**src/rtl/uart_tx_fifo_cfg.sv**
```systemverilog
// UART transmitter with TX FIFO, runtime baud divisor and runtime frame format.
// Frame settings are latched per frame on pop; frames run back-to-back while data is queued.
module uart_tx_fifo_cfg #(
    parameter int unsigned FIFO_DEPTH  = 8,
    parameter int unsigned DIV_WIDTH   = 16,
    parameter int unsigned DEFAULT_DIV = 5208
) (
    input  logic                          clk,
    input  logic                          rst,
    input  logic [7:0]                    data_in,
    input  logic                          data_valid,
    output logic                          data_ready,
    input  logic [DIV_WIDTH-1:0]          baud_div,
    input  logic                          div_load,
    input  logic [1:0]                    data_bits,
    input  logic [1:0]                    parity_mode,
    input  logic                          stop_bits,
    output logic                          tx,
    output logic                          busy,
    output logic                          tx_done,
    output logic [$clog2(FIFO_DEPTH):0]   fifo_count
);

    localparam int unsigned AW = $clog2(FIFO_DEPTH);
    localparam int unsigned CW = AW + 1;

    typedef enum logic [2:0] {
        S_IDLE,
        S_START,
        S_DATA,
        S_PARITY,
        S_STOP
    } state_t;

    logic [7:0]           mem [FIFO_DEPTH];
    logic [AW-1:0]        wr_ptr;
    logic [AW-1:0]        rd_ptr;
    logic [CW-1:0]        count_next;
    logic                 push;
    logic                 pop;
    logic                 fifo_empty;

    logic [DIV_WIDTH-1:0] div_q;
    logic [DIV_WIDTH-1:0] div_m1;

    state_t               state_q,    state_d;
    logic [DIV_WIDTH-1:0] cnt_q,      cnt_d;
    logic [DIV_WIDTH-1:0] dm1_q,      dm1_d;
    logic [7:0]           shift_q,    shift_d;
    logic [2:0]           idx_q,      idx_d;
    logic [2:0]           last_q,     last_d;
    logic                 par_q,      par_d;
    logic                 par_en_q,   par_en_d;
    logic                 par_odd_q,  par_odd_d;
    logic                 two_stop_q, two_stop_d;
    logic                 half_q,     half_d;
    logic                 tx_d;
    logic                 busy_d;
    logic                 done_d;
    logic                 bit_end;

    assign push       = data_valid && data_ready;
    assign fifo_empty = (fifo_count == '0);
    assign div_m1     = (div_q == '0) ? '0 : DIV_WIDTH'(div_q - DIV_WIDTH'(1));
    assign bit_end    = (cnt_q == '0);

    // FIFO occupancy; pop is never issued when empty and push is gated by data_ready
    always_comb begin
        count_next = fifo_count;
        case ({push, pop})
            2'b10:   count_next = CW'(fifo_count + CW'(1));
            2'b01:   count_next = CW'(fifo_count - CW'(1));
            default: count_next = fifo_count;
        endcase
    end

    always_ff @(posedge clk or posedge rst) begin
        if (rst) begin
            wr_ptr     <= '0;
            rd_ptr     <= '0;
            fifo_count <= '0;
            data_ready <= 1'b1;
        end else begin
            if (push) wr_ptr <= AW'(wr_ptr + AW'(1));
            if (pop)  rd_ptr <= AW'(rd_ptr + AW'(1));
            fifo_count <= count_next;
            data_ready <= (count_next != CW'(FIFO_DEPTH));
        end
    end

    always_ff @(posedge clk) begin
        if (push) mem[wr_ptr] <= data_in;
    end

    always_ff @(posedge clk or posedge rst) begin
        if (rst)           div_q <= DIV_WIDTH'(DEFAULT_DIV);
        else if (div_load) div_q <= baud_div;
    end

    // Next-state and next-output logic
    always_comb begin
        state_d    = state_q;
        cnt_d      = cnt_q;
        dm1_d      = dm1_q;
        shift_d    = shift_q;
        idx_d      = idx_q;
        last_d     = last_q;
        par_d      = par_q;
        par_en_d   = par_en_q;
        par_odd_d  = par_odd_q;
        two_stop_d = two_stop_q;
        half_d     = half_q;
        tx_d       = tx;
        busy_d     = busy;
        pop        = 1'b0;

        if (state_q != S_IDLE && !bit_end) cnt_d = DIV_WIDTH'(cnt_q - DIV_WIDTH'(1));

        case (state_q)
            S_IDLE: begin
                tx_d   = 1'b1;
                busy_d = 1'b0;
                if (!fifo_empty) pop = 1'b1;
            end
            S_START: begin
                if (bit_end) begin
                    state_d = S_DATA;
                    cnt_d   = dm1_q;
                    tx_d    = shift_q[0];
                    par_d   = par_q ^ shift_q[0];
                    shift_d = shift_q >> 1;
                    idx_d   = '0;
                end
            end
            S_DATA: begin
                if (bit_end) begin
                    cnt_d = dm1_q;
                    if (idx_q == last_q) begin
                        if (par_en_q) begin
                            state_d = S_PARITY;
                            tx_d    = par_q ^ par_odd_q;
                        end else begin
                            state_d = S_STOP;
                            tx_d    = 1'b1;
                            half_d  = 1'b0;
                        end
                    end else begin
                        tx_d    = shift_q[0];
                        par_d   = par_q ^ shift_q[0];
                        shift_d = shift_q >> 1;
                        idx_d   = 3'(idx_q + 3'd1);
                    end
                end
            end
            S_PARITY: begin
                if (bit_end) begin
                    state_d = S_STOP;
                    cnt_d   = dm1_q;
                    tx_d    = 1'b1;
                    half_d  = 1'b0;
                end
            end
            S_STOP: begin
                if (bit_end) begin
                    if (two_stop_q && !half_q) begin
                        cnt_d  = dm1_q;
                        half_d = 1'b1;
                    end else if (!fifo_empty) begin
                        pop = 1'b1;
                    end else begin
                        state_d = S_IDLE;
                        tx_d    = 1'b1;
                        busy_d  = 1'b0;
                    end
                end
            end
            default: state_d = S_IDLE;
        endcase

        // Frame start: latch data and format so mid-frame input changes only hit the next frame
        if (pop) begin
            state_d    = S_START;
            tx_d       = 1'b0;
            busy_d     = 1'b1;
            shift_d    = mem[rd_ptr];
            par_d      = 1'b0;
            cnt_d      = div_m1;
            dm1_d      = div_m1;
            last_d     = 3'(3'd4 + 3'(data_bits));
            par_en_d   = ^parity_mode;
            par_odd_d  = (parity_mode == 2'b10);
            two_stop_d = stop_bits;
            half_d     = 1'b0;
        end

        done_d = (state_d == S_STOP) && (cnt_d == '0) && (!two_stop_q || half_d);
    end

    always_ff @(posedge clk or posedge rst) begin
        if (rst) begin
            state_q    <= S_IDLE;
            cnt_q      <= '0;
            dm1_q      <= '0;
            shift_q    <= '0;
            idx_q      <= '0;
            last_q     <= '0;
            par_q      <= 1'b0;
            par_en_q   <= 1'b0;
            par_odd_q  <= 1'b0;
            two_stop_q <= 1'b0;
            half_q     <= 1'b0;
            tx         <= 1'b1;
            busy       <= 1'b0;
            tx_done    <= 1'b0;
        end else begin
            state_q    <= state_d;
            cnt_q      <= cnt_d;
            dm1_q      <= dm1_d;
            shift_q    <= shift_d;
            idx_q      <= idx_d;
            last_q     <= last_d;
            par_q      <= par_d;
            par_en_q   <= par_en_d;
            par_odd_q  <= par_odd_d;
            two_stop_q <= two_stop_d;
            half_q     <= half_d;
            tx         <= tx_d;
            busy       <= busy_d;
            tx_done    <= done_d;
        end
    end

endmodule
```
**config.mk**
```make
export PLATFORM = sky130hd
export DESIGN_NAME = uart_tx_fifo_cfg
export DESIGN_NICKNAME = d
export VERILOG_FILES = /design/src/rtl/uart_tx_fifo_cfg.sv
export SDC_FILE = /design/constraint.sdc
export NUM_CORES = 1
export LEC_CHECK = 0
export BUFFER_PORTS_ARGS = -buffer_cell sky130_fd_sc_hd__buf_4
export CELL_PAD_IN_SITES_DETAIL_PLACEMENT = 0
export CELL_PAD_IN_SITES_GLOBAL_PLACEMENT = 1
export CORE_MARGIN = 10
export CORE_UTILIZATION = 40
export DETAILED_ROUTE_END_ITERATION = 10
export GPL_TIMING_DRIVEN = 0
export PLACE_DENSITY = 0.72
export SYNTH_ARGS = -nofsm -noshare
export SYNTH_HDL_FRONTEND = slang
export SYNTH_SLANG_ARGS = --single-unit
```
**constraint.sdc**
```tcl
create_clock -name clk -period 7.2 [get_ports clk]
set_input_delay 1.08 -clock clk [delete_from_list [all_inputs] [get_ports clk]]
set_output_delay 1.08 -clock clk [all_outputs]
set_load 0.01 [all_outputs]
```
==> flow_metrics.tcl, run 1 <==
set metrics [dict create \
    maxSlewViolCount 0 \
    coreArea_um2 16700 \
    largest_family_of_logic_cells_by_synthesized_area "simple AND/OR/NAND/NOR gates" \
    floorplan.io_pins 41 \
    yosys_synthesis_warning_count 0 \
    cellLeakagePower_nw 3.13 \
    port_buffers 39 \
    clk_latency_ps 430 \
    grt_start_max_net_pins 55 \
    worst_setup_skew_after_layout_ps 9.35 \
    routed_wire_length_per_instance_um 17.7 \
    synthXorXnorAreaFrac_pct 4.34 \
    min-delay-path-class "reg2reg" \
    num_vias 4420 \
    drt_first_iter_violations 237 \
    regArea_um2 4030 \
    first_global_vias 4641 \
    drt.antenna.violating_nets 0 \
    synth_cell_type_count 67 \
    row_count 47 \
    cts_tree "built" \
    floorplan.die_area_um2 22800 \
    critPathLaunchType "register" \
    ys_seq_area_share_pct 58.8 \
    fp.dieH_um 151 \
    initial_antenna_violation_count 0 \
    clock-root-buffer "sky130_fd_sc_hd__clkbuf_16" \
    first_pass_iters 4 \
    critical_path_arrival_ps 4140 \
    fin_cells 847 \
    dieWidth_um 151 \
    post_synth_instance_area_um2 6860 \
    grt_first_pass_wirelength_um 24800 \
    synthToLayoutAreaGrowth_pct 17.4 \
    globalplace.congestion 0.827 \
    simple_gate_share_of_the_synthesized_area_pct 14.7 \
    synth_top_cell_by_area "sky130_fd_sc_hd__dfrtp_1" \
    grtUsageTotal_pct 13.9 \
    synth_nets 597 \
    synth_cells 554 \
    synth_largest_type_area_fraction_pct 28.1 \
    synth_enable_flop_cells 64 \
    worstMarginPinSlew_ps 1230 \
    layout.cells.most_common "sky130_fd_sc_hd__dfrtp_1" \
    worst_ep_required_time_ps 7550 \
    synth_compound_gate_area_share_pct 9.25 \
    final_total_negative_setup_slack_ps 0 \
    worst-path-max-fanout 10 \
    final_report_hold_violation_count 0 \
    synth_top_flop_cell "sky130_fd_sc_hd__dfrtp_1" \
    layout-drive-gt1-share_pct 23.0 \
    rsz0062_at_grt "false" \
    synth-seq-cells 148 \
    cts.sink_count 148 \
    dp.final_hpwl_um 10900 \
    post_cts_hold_buffer_count 0 \
    ys_async_sr_fraction_pct 56.8 \
    top_cells_by_area_synth "sky130_fd_sc_hd__dfrtp_1 28%, sky130_fd_sc_hd__edfxtp_1 28%, sky130_fd_sc_hd__mux4_2 5.3%" \
    drc 0 \
    worstSetupPathType "reg2reg" \
    status "complete, no violations" \
    synth.area.mux_share_pct 8.30 \
    crit_path_end_kind "register" \
    postCtsResizedCells 0 \
    numCtsBuffers 17 \
    holdWs_ps 481 \
    maxClockFrequency_mhz 264 \
    routed_wirelength_um 15000 \
    clk_pin_slew_worst_paths_ps 70 \
    setup_viol_count_final 0 \
    finish.net_count 657 \
    filler_cell_count 1504 \
    synthesized_area_fraction_occupied_by_adder_cells_pct 1.93 \
    most-common-layout-cells "77 x sky130_fd_sc_hd__dfrtp_1, 72 x sky130_fd_sc_hd__nand2_1, 64 x sky130_fd_sc_hd__edfxtp_1" \
    num_antenna_cells 0 \
    cts-htree-levels 4 \
    initial_utilization_pct 41.1 \
    relSlewSlack_pct 17.3 \
    clockBufferDepth 2 \
    globalRoute.totalOverflow 0 \
    route.detailed.vias_per_inst 5.22 \
    post-route-period-util_pct 52.6 \
    post_cts.repair.setup_buffers 0 \
    max-vdd-ir-drop_mv 0.197 \
    post_synth.cell_area_avg_um2 12.4 \
    finalCriticalPeriod_ps 3790 \
    multi_input_gate_area_in_the_final_layout_um2 2650 \
    dp.cells 815 \
    power.density_nw_per_um2 339 \
    drv.max_cap_violation_count 0 \
]
[cells in the mapped netlist (all sizes together) (2+ instances only)]
library cell / n
nand2: 72
nor3b: 5
nor3: 23
edfxtp: 64
or4: 2
nor2: 35
nand2b: 6
xnor2: 17
a221o: 3
nor4: 15
mux2i: 4
nand3b: 5
a31oi: 8
nand3: 11
inv: 15
dfrtp: 77
nand4: 4
mux2: 15
o22ai: 6
dfstp: 7
ha: 9
buf: 13
mux4: 16
xor2: 17
a211oi: 9
and4: 2
a41oi: 2
a22oi: 3
a21o: 8
clkbuf: 9
and2: 2
a221oi: 2
o31ai: 2
a21oi: 14
or2: 3
nor2b: 7
o21ai: 32
[kinds of logic (layout without fill, tap and decap cells)]
family,Yosys count,count (layout)
flip-flops,148,148
XOR/XNOR,34,34
adder cells (fa/ha/maj),10,10
AO/OA/AOI/OAI,94,94
AND/OR/NAND/NOR,196,196
multiplexers,35,35
buffers and inverters,37,110
[through the flow]
step | cell area (um^2) | total power (W) | setup slack (ps) | util [%]
3_3_place_gp | 7430 | 0.00186 | 2890 | 44.5
5_1_grt | 8050 | 0.00288 | 3110 | 48.2
2_1_floorplan | 6860 | 0.00167 | 3970 | -
3_5_place_dp | 7470 | 0.00188 | 3410 | 44.7
4_1_cts | 8050 | 0.00275 | 3380 | 48.2
6_report | 8050 | 0.00273 | 3410 | 48.2
[power breakdown]
group	total (W)	switching [W]	internal [W]
Clock	0.000864	0.000401	0.000463
Sequential	0.00120	0.000143	0.00106
Combinational	0.000663	0.000351	0.000312
Total	0.00273	0.000894	0.00184
[sequential cells by signal (all words and copies together) (netlist names)]
name,flops
busy,1
half_q,1
tx_done,1
data_ready,1
div_q,16
shift_q,8
par_odd_q,1
dm1_q,16
last_q,3
tx,1
par_q,1
mem,64
fifo_count,4
idx_q,3
two_stop_q,1
rd_ptr,3
cnt_q,16
par_en_q,1
wr_ptr,3
state_q,3
[final cells by class]
type                    count  area share (%)
flip-flops and latches    148            50.1
multi-input cells         369            32.9
clock buffers              17            5.28
repair buffers             41            4.07
well taps                 220            3.42
clock inverters            15            1.96
plain buffers              22            1.57
inverters                  15           0.761
[critical path, cell delays in order, from the launching register on]
cell and delay [ps]:
sky130_fd_sc_hd__dfrtp_1 410, sky130_fd_sc_hd__inv_1 90, sky130_fd_sc_hd__ha_1 190, sky130_fd_sc_hd__nor3b_2 330
sky130_fd_sc_hd__and4_1 260, sky130_fd_sc_hd__buf_6 140, sky130_fd_sc_hd__o21ai_4 110, sky130_fd_sc_hd__inv_4 150
sky130_fd_sc_hd__buf_8 150, sky130_fd_sc_hd__clkbuf_1 480, sky130_fd_sc_hd__ha_1 310, sky130_fd_sc_hd__ha_1 240
sky130_fd_sc_hd__a21o_1 180, sky130_fd_sc_hd__a21oi_1 170, sky130_fd_sc_hd__xnor2_1 80, sky130_fd_sc_hd__nor2_1 110
sky130_fd_sc_hd__xor2_1 200, sky130_fd_sc_hd__nand2_1 80
[routing by layer]
layer	vias to the layer above	part of all wire, %	GRT usage [%]
met5	-	0	0
met4	0	1.3	4.67
met3	15	5.0	3.91
met2	90	46	21.2
met1	2155	48	18.8
li1	2160	-	-
[path summary, 6_finish.rpt]
kind,startpoint,end,slack [ps],cells past startpoint
worst max-delay path,cnt_q[0]$_DFF_PP0_,data_ready$_DFF_PP1_,3410,17
worst min-delay path,dm1_q[5]$_DFFE_PP0P_,dm1_q[5]$_DFFE_PP0P_,480,2
worst max register to register,cnt_q[0]$_DFF_PP0_,data_ready$_DFF_PP1_,3410,17
worst min register to register,dm1_q[5]$_DFFE_PP0P_,dm1_q[5]$_DFFE_PP0P_,480,2
max in group asynchronous,rst,div_q[6]$_DFFE_PP1P_,5870,3
min in group asynchronous,rst,fifo_count[1]$_DFF_PP0_,660,2
No activity file was read; power rests on OpenSTA's default activity.
==> inputs of run 2 (changes only) <==
- clock period: 7.2 -> 3.6 ns (I/O delays scaled with it)
==> run 2 against run 1 <==
Die area did not move; sequential share of layout area barely moved; hold slack got worse by 360 ps; routed wire length fell by 0.56%; critical path depth fell by 4; critical endpoint unchanged; largest cell class unchanged; largest power group unchanged.
==> flow_metrics.tcl, run 2 (synthesized netlist as in run 1, its figures left out) <==
set metrics [dict create \
    worstMarginPinSlew_ps 1250 \
    max-vdd-ir-drop_mv 0.389 \
    power.sequential.fraction_pct 44.1 \
    worstSetupPathType "reg2reg" \
    grt_start_max_net_pins 55 \
    path_delay_family "simple AND/OR/NAND/NOR gates" \
    p_switching_w 0.00178 \
    clock-root-buffer "sky130_fd_sc_hd__clkbuf_16" \
    post_cts_hold_buffer_count 0 \
    power.share.switching_pct 32.7 \
    initial_utilization_pct 41.1 \
    drt.antenna.violating_nets 0 \
    grtUsageTotal_pct 13.9 \
    crit_path_end_kind "register" \
    final_core_util_pct 48.2 \
    cellLeakagePower_nw 3.13 \
    power.density_nw_per_um2 678 \
    maxClockFrequency_mhz 307 \
    finish.net_count 656 \
    route.detailed.vias_per_inst 5.21 \
    registers.top_by_ff_count "mem" \
    post-route-period-util_pct 90.5 \
    worst_ep_required_time_ps 3950 \
    layout.cells.most_common "sky130_fd_sc_hd__dfrtp_1" \
    cts-htree-levels 4 \
    timing.final.ws_setup_ps 343 \
    floorplan.io_pins 41 \
    drt_first_iter_violations 233 \
    postCtsResizedCells 0 \
    critical_path_arrival_ps 3610 \
    synthToLayoutAreaGrowth_pct 17.4 \
    drc 0 \
    final_report_hold_violation_count 0 \
    status "complete, no violations" \
    largest_register_ffs 64 \
    routed_wirelength_um 14900 \
    rsz0062_at_grt "false" \
    final_total_negative_setup_slack_ps 0 \
    cp_slowest_cell "sky130_fd_sc_hd__nor4_1" \
    globalRoute.totalOverflow 0 \
    drv.max_cap_violation_count 0 \
    dp_worst_setup_slack_ps -191 \
    clockPowerShare_pct 31.6 \
    worst_setup_skew_after_layout_ps 8.84 \
    pwr-share-comb_pct 24.3 \
    routed_wire_length_per_instance_um 17.6 \
    globalplace.congestion 0.827 \
    numCtsBuffers 17 \
    power_w 0.00546 \
    most-common-layout-cells "77 x sky130_fd_sc_hd__dfrtp_1, 72 x sky130_fd_sc_hd__nand2_1, 64 x sky130_fd_sc_hd__edfxtp_1" \
    num_antenna_cells 0 \
    min-delay-path-class "in2async" \
    first_global_vias 4653 \
    dieWidth_um 151 \
    clockBufferDepth 2 \
    port_buffers 39 \
    clk_latency_ps 420 \
    cell_internal_power_w 0.00367 \
    post_cts.repair.setup_buffers 0 \
    floorplan.die_area_um2 22800 \
    layout-drive-gt1-share_pct 23.0 \
    relSlewSlack_pct 15.7 \
    grt_first_pass_wirelength_um 24800 \
    setup_viol_count_final 0 \
    cts.sink_count 148 \
    initial_antenna_violation_count 0 \
    first_pass_iters 5 \
    coreArea_um2 16700 \
    critical_path.n_buffers_inverters 2 \
    num_vias 4410 \
    worst-path-max-fanout 19 \
    crit_path_frequent_cell "sky130_fd_sc_hd__ha_1" \
    clk_pin_slew_worst_paths_ps 70 \
    fp.dieH_um 151 \
    critical_path.cell_chain "nor4_1 -> nor3b_2 -> o21ai_4 -> inv_4 -> buf_8 -> ha_1 -> ha_1 -> a21o_1 -> a21oi_1 -> xnor2_1 -> nor2_1 -> xor2_1 -> nand2_1" \
    critPathLaunchType "register" \
    row_count 47 \
    maxSlewViolCount 0 \
    cts_tree "built" \
    critPathMaxStageDelay_ps 720 \
    finalCriticalPeriod_ps 3260 \
    dp.final_hpwl_um 10900 \
]
run 2: changes by cell type in the layout (fill, tap and decap cells not counted), sizes merged:
cell and change:
clkbuf -1
run 2: power by group through the flow:
stage / logic, W / clock network (W) / registers [W]
4_1_cts: 0.00134 / 0.00175 / 0.00240
3_5_place_dp: 0.00133 / 0 / 0.00243
2_1_floorplan: 0.000957 / 0 / 0.00238
3_3_place_gp: 0.00130 / 0 / 0.00241
6_report: 0.00132 / 0.00172 / 0.00241
5_1_grt: 0.00147 / 0.00184 / 0.00245
run 2: area by class of cell:
cell class | count | area, um^2
plain buffers | 21 | 123
clock buffers | 17 | 425
clock inverters | 15 | 158
fillers | 1501 | 8650
inverters | 15 | 61.3
multi-input cells | 369 | 2650
flip-flops and latches | 148 | 4030
well taps | 220 | 275
repair buffers | 41 | 328
run 2: final timing paths:
kind | from | endpoint | slack, ps | cells after the start
setup reg to reg | fifo_count[0]$_DFF_PP0_ | data_ready$_DFF_PP1_ | 340 | 13
hold reg to reg | dm1_q[2]$_DFFE_PP0P_ | dm1_q[2]$_DFFE_PP0P_ | 480 | 2
setup / recovery | fifo_count[0]$_DFF_PP0_ | data_ready$_DFF_PP1_ | 340 | 13
hold / removal | rst | fifo_count[1]$_DFF_PP0_ | 120 | 2
max in group asynchronous | rst | div_q[6]$_DFFE_PP1P_ | 2800 | 3
min in group clk | data_bits[1] | last_q[1]$_DFFE_PP0P_ | 300 | 3
run 2: routing by layer:
layer / GRT usage [%] / vias up / wire length [um]
met3: 3.91 / 14 / 584
met2: 21.2 / 78 / 6830
met1: 18.7 / 2160 / 7280
met5: 0 / - / 0
li1: - / 2158 / -
met4: 4.67 / 0 / 199
run 2: stage by stage:
stage	instances	cell area, um^2	hold slack, ps
2_1_floorplan	554	6860	441
3_3_place_gp	813	7430	454
3_5_place_dp	815	7470	468
4_1_cts	846	8050	133
5_1_grt	846	8050	149
6_report	846	8050	123
run 2: worst register-to-register path: cells and delay by family (launching register included):
family                   cells  cell delay, ps
AO/OA/AOI/OAI                3             550
XOR/XNOR                     2             280
adder cells (fa/ha/maj)      2             510
buffers and inverters        2             300
flip-flops                   1             440
AND/OR/NAND/NOR              4            1110
